`config.mk`:
```
export PLATFORM = sky130hd
export DESIGN_NAME = fetch_stage
export DESIGN_NICKNAME = d
export VERILOG_FILES = /design/src/rtl/mips_pkg.sv /design/src/rtl/pc_reg.sv /design/src/rtl/fetch_stage.sv
export SDC_FILE = /design/constraint.sdc
export NUM_CORES = 1
export LEC_CHECK = 0
export ABC_AREA = 1
export CAP_MARGIN = 25
export CELL_PAD_IN_SITES_DETAIL_PLACEMENT = 0
export CELL_PAD_IN_SITES_GLOBAL_PLACEMENT = 1
export CORE_AREA = 5 5 117 119
export CTS_CLUSTER_SIZE = 12
export DETAILED_ROUTE_END_ITERATION = 6
export DIE_AREA = 0 0 122 124
export PLACE_DENSITY = 0.88
export SYNTH_ARGS = -nofsm -noshare
export SYNTH_HDL_FRONTEND = slang
export SYNTH_SLANG_ARGS = --single-unit
```
`constraint.sdc`:
```
create_clock -name clk -period 2.2 [get_ports clk]
set_input_delay 0.33 -clock clk [delete_from_list [all_inputs] [get_ports clk]]
set_output_delay 0.33 -clock clk [all_outputs]
set_load 0.05 [all_outputs]
```
`src/rtl/mips_pkg.sv`:
```
// Shared definitions for the MIPS-style pipeline: opcodes, fetch FSM encoding and default widths.
package mips_pkg;

  localparam int unsigned DEFAULT_PC_WIDTH    = 16;
  localparam int unsigned DEFAULT_INSTR_WIDTH = 32;

  localparam logic [5:0] OP_NOP = 6'b000000;
  localparam logic [5:0] OP_JMP = 6'b010100;
  localparam logic [5:0] OP_LD  = 6'b011110;
  localparam logic [5:0] OP_HLT = 6'b010001;

  typedef enum logic [1:0] {
    StFill,
    StRun,
    StHalt
  } fetch_state_e;

endpackage

```
`src/rtl/pc_reg.sv`:
```
// Program counter register: load has priority over increment, otherwise holds.
module pc_reg #(
  parameter int unsigned PC_WIDTH = 16
) (
  input  logic                clk,
  input  logic                rst_n,
  input  logic                inc,
  input  logic                load,
  input  logic [PC_WIDTH-1:0] load_addr,
  output logic [PC_WIDTH-1:0] pc
);

  logic [PC_WIDTH-1:0] pc_d, pc_q;

  // Increment wraps modulo 2^PC_WIDTH by natural truncation.
  always_comb begin
    pc_d = pc_q;
    if (load) begin
      pc_d = load_addr;
    end else if (inc) begin
      pc_d = pc_q + 1'b1;
    end
  end

  always_ff @(posedge clk or negedge rst_n) begin
    if (!rst_n) begin
      pc_q <= '0;
    end else begin
      pc_q <= pc_d;
    end
  end

  assign pc = pc_q;

endmodule

```
`src/rtl/fetch_stage.sv`:
```
// Instruction-fetch stage: owns the PC, drives synchronous instruction memory, squashes the
// wrong-path slot after a jump, re-presents a held word under stall_pm and latches on halt.
module fetch_stage
  import mips_pkg::*;
#(
  parameter int unsigned PC_WIDTH    = DEFAULT_PC_WIDTH,
  parameter int unsigned INSTR_WIDTH = DEFAULT_INSTR_WIDTH
) (
  input  logic                   clk,
  input  logic                   reset,
  input  logic                   stall,
  input  logic                   stall_pm,
  input  logic                   jump_en,
  input  logic [PC_WIDTH-1:0]    jump_addr,
  output logic [PC_WIDTH-1:0]    imem_addr,
  output logic                   imem_en,
  input  logic [INSTR_WIDTH-1:0] imem_data,
  output logic [INSTR_WIDTH-1:0] instr,
  output logic [5:0]             op,
  output logic [PC_WIDTH-1:0]    pc_out,
  output logic                   valid
);

  fetch_state_e state_q, state_d;

  logic [PC_WIDTH-1:0]    pc_q;
  logic [PC_WIDTH-1:0]    addr_q;
  logic [INSTR_WIDTH-1:0] hold_q;
  logic                   hold_valid_q;
  logic                   squash_q;
  logic                   pc_inc;
  logic                   pc_load;
  logic                   halt_now;

  pc_reg #(
    .PC_WIDTH (PC_WIDTH)
  ) u_pc_reg (
    .clk       (clk),
    .rst_n     (reset),
    .inc       (pc_inc),
    .load      (pc_load),
    .load_addr (jump_addr),
    .pc        (pc_q)
  );

  always_comb begin
    state_d  = state_q;
    pc_inc   = 1'b0;
    pc_load  = 1'b0;
    imem_en  = 1'b1;
    instr    = '0;
    valid    = 1'b0;
    halt_now = 1'b0;
    unique case (state_q)
      StFill: begin
        pc_inc  = 1'b1;
        state_d = StRun;
      end
      StRun: begin
        if (stall_pm) begin
          instr = hold_q;
          valid = hold_valid_q;
        end else if (!squash_q) begin
          instr = imem_data;
          valid = 1'b1;
        end
        halt_now = valid && (instr[INSTR_WIDTH-1 -: 6] == OP_HLT);
        // A jump loads the PC even while stalled; the squash slot covers the in-flight word.
        pc_load  = jump_en;
        pc_inc   = !jump_en && !stall;
        if (halt_now) begin
          state_d = StHalt;
        end
      end
      StHalt: begin
        imem_en = 1'b0;
        instr   = hold_q;
      end
      default: begin
        state_d = StFill;
      end
    endcase
  end

  always_ff @(posedge clk or negedge reset) begin
    if (!reset) begin
      state_q      <= StFill;
      addr_q       <= '0;
      hold_q       <= '0;
      hold_valid_q <= 1'b0;
      squash_q     <= 1'b0;
    end else begin
      state_q <= state_d;
      if (pc_inc || pc_load) begin
        addr_q <= pc_q;
      end
      if (!stall_pm) begin
        hold_q       <= instr;
        hold_valid_q <= valid;
      end
      squash_q <= pc_load;
    end
  end

  assign imem_addr = pc_q;
  assign pc_out    = addr_q;
  assign op        = instr[INSTR_WIDTH-1 -: 6];

endmodule

```
==> metrics.cfg <==
[floorplanning]
rows=41
die_w_um=122
start_util=0.3245
num_io_pins=125
die_h_um=124
coreArea_um2=12470
die-area_um2=15130

[detailed_routing]
drt-vias-per-instance=5.010
drc=0
num_vias=4319
ant_nets=0
dr.pass1.iters=5
wl_per_cell_um=15.84
routed_wl_mm=13.65
first_iter_violations=302

[global_route]
track_usage=0.1821
grt_pass1_wl_mm=21.78
grt-ovfl-total=0
antenna_found_initial=0
first_global_vias=4324
grt_max_degree=69

[timing]
slew_headroom=0.6487
period_minus_slack_ns=2.166
skew_ns=0.007793
finalHoldViolations=0
setup_violations=0
fmax_mhz=461.6
worstMarginPinSlew_ns=0.5253
drv_slew=0
finalCritPeriodShare=0.9848
rsz0062_at_grt=yes

[cells_and_area]
final_nets=743
final_cells=862
fill_cells=1136
layout-drive-gt1-share=0.1899
multi_input_area_um2=2351
largest_reg_flops=32
area.sequential_um2=1702
diodes=0
synthToLayoutAreaGrowth_pct=64.15
postLayoutCoreUtil=0.5327

[setup_path]
end_kind=output pin
worstPathCellList=inv_1 > ha_2 > buf_6 > nand2_1 > a31oi_4 > buf_12
crit_buf_inv=3
slowest_delay_ns=0.39
crit_required_ns=1.87
worstPathMaxFanout=18
worstPathArrival_ns=1.84
cp_slowest_cell=dfrtp_1
start_kind=register
cp_top_family=buffers and inverters
crit_type=register to output pin

[job]
drv_cap=0

[logic_synthesis]
synth-edff-count=0
avgSynthCellArea_um2=7.289
synthTopCellsByArea=dfrtp_1 42%, nand2_1 23%, nand3_1 6.4%
synthArstFlopShare=1.000
seq_area_frac_synth=0.4207
synth.top_cell.area_share=0.4207
yosys_warnings=0
ys_top_cells_by_count=245 x nand2_1, 68 x dfrtp_1, 52 x nand3_1, 36 x inv_1, 25 x nor2_1
synthFlopType=dfrtp_1
postSynthCellCount=555
yosys_register_bits=68
synth_most_common_cell=nand2_1
syn_area_um2=4045
yosys.area.top_type=dfrtp_1
syn-num-nets=613
synth.distinct_cells=30

[clock_network]
clock_latency_ns=0.34
clk_pin_slew_ns=0.06
h-tree-depth=3
numCtsBuffers=9
cts_sinks=68
cts_tree=built
ctsRootBufferMaster=clkbuf_16
clockBufferDepth=2
holdBufCountCts=0

[place]
gp_congestion=0.8883
dp.final_hpwl_mm=8.960
numPortBuffers=124
place_inst=834

[run_status]
status=finished clean

[min_path]
min_path_type=input port to asynchronous set/reset pin

[power_and_ir_drop]
power_density_nw_per_um2=1420
leakage_nw=2.845
peakVddDrop_v=0.0009780

-- layout by cell type, fill, tap and decap left out, types with 3 or more instances in the layout --
cell / netlist / layout
buf_4: 7 / 17
clkdlybuf4s50_1: 0 / 82
buf_12: 0 / 43
clkbuf_16: 0 / 10
ha_1: 5 / 3
nand2_1: 245 / 244
nor3_1: 5 / 5
dfrtp_1: 68 / 68
nor2_4: 0 / 4
nand4_1: 7 / 7
a31oi_4: 0 / 26
o21ai_0: 15 / 15
a21oi_1: 11 / 9
buf_6: 3 / 5
o22ai_1: 4 / 4
clkinv_2: 0 / 3
nand3_1: 52 / 52
inv_2: 3 / 3
inv_1: 36 / 33
nor2_1: 25 / 23
or2_1: 3 / 3
-- final cells by class --
type | instances | area share
clock inverter | 5 | 0.007914
timing repair buffer | 151 | 0.2904
multi-input combinational | 416 | 0.3541
clock buffer | 11 | 0.03505
inverter | 39 | 0.02393
tap | 172 | 0.03241
sequential | 68 | 0.2563
-- per-stage QoR --
step,hold WS (ns),area [um2],total power [mW],worst slack (ns),TNS [ns]
4_1_cts,0.03109,6474,9.247,-0.03590,-0.4220
6_report,0.01907,6640,9.431,0.03353,0
3_5_place_dp,0.3886,5906,7.346,0.07180,0
2_1_floorplan,0.03441,4083,5.316,-0.3601,-1.220
5_1_grt,0.05793,6640,9.988,-0.05200,-0.5778
3_3_place_gp,0.3910,5906,7.236,0.1750,0
-- cell families (layout without fill, tap and decap cells) --
kind of cell | Yosys count | count (layout) | share of synthesized area
simple gates | 344 | 346 | 0.3545
buf+inv | 73 | 206 | 0.08289
flops | 68 | 68 | 0.4207
compound gates | 65 | 65 | 0.1265
fa+ha+maj | 5 | 5 | 0.01547
-- final timing paths --
| check | slack (ns) | startpoint | cells after the start | end |
|---|---|---|---|---|
| max | 0.03 | state_q[0] | 6 | instr[6] |
| min | 0.02 | reset | 2 | hold_q[21] |
| max reg2reg | 0.21 | state_q[0] | 9 | u_pc_reg.pc[13] |
| min reg2reg | 0.47 | pc_out[12] | 2 | pc_out[12] |
| max in group asynchronous | 1.88 | reset | 2 | u_pc_reg.pc[15] |
| min in group clk | 0.39 | stall_pm | 3 | hold_q[26] |
-- report_power, final --
group | internal, mW | leakage [nW] | switching, mW
Combinational | 2.09 | 1.83 | 3.82
Sequential | 1.68 | 0.871 | 0.400
Clock | 0.872 | 0.139 | 0.557
-- layer usage --
| layer | up-vias | wire length, um | GRT usage | share of wire |
|---|---|---|---|---|
| li1 | 2054 | - | - | - |
| met1 | 2042 | 5730 | 0.2317 | 0.42 |
| met2 | 201 | 6615 | 0.3070 | 0.48 |
| met3 | 22 | 1085 | 0.03633 | 0.079 |
| met4 | 0 | 221 | 0.06793 | 0.016 |
| met5 | - | 0 | 0 | 0 |
-- worst reg2reg max path: stages (launching register included) --
cell,delay [ns]
dfrtp_1,0.37
buf_4,0.14
ha_4,0.17
buf_4,0.20
nand2_1,0.22
inv_1,0.44
nand2_1,0.11
nand2_1,0.09
inv_1,0.04
a21oi_1,0.13
-- timing repair --
item,4_1_cts,5_1_grt
buffers inserted,6,2
endpoints found under the setup margin,38,38
resized for setup,25,26
endpoints found under the hold margin,0,0
gates cloned,3,1
pin swaps,3,5
Power figures use the tool's default switching activity.
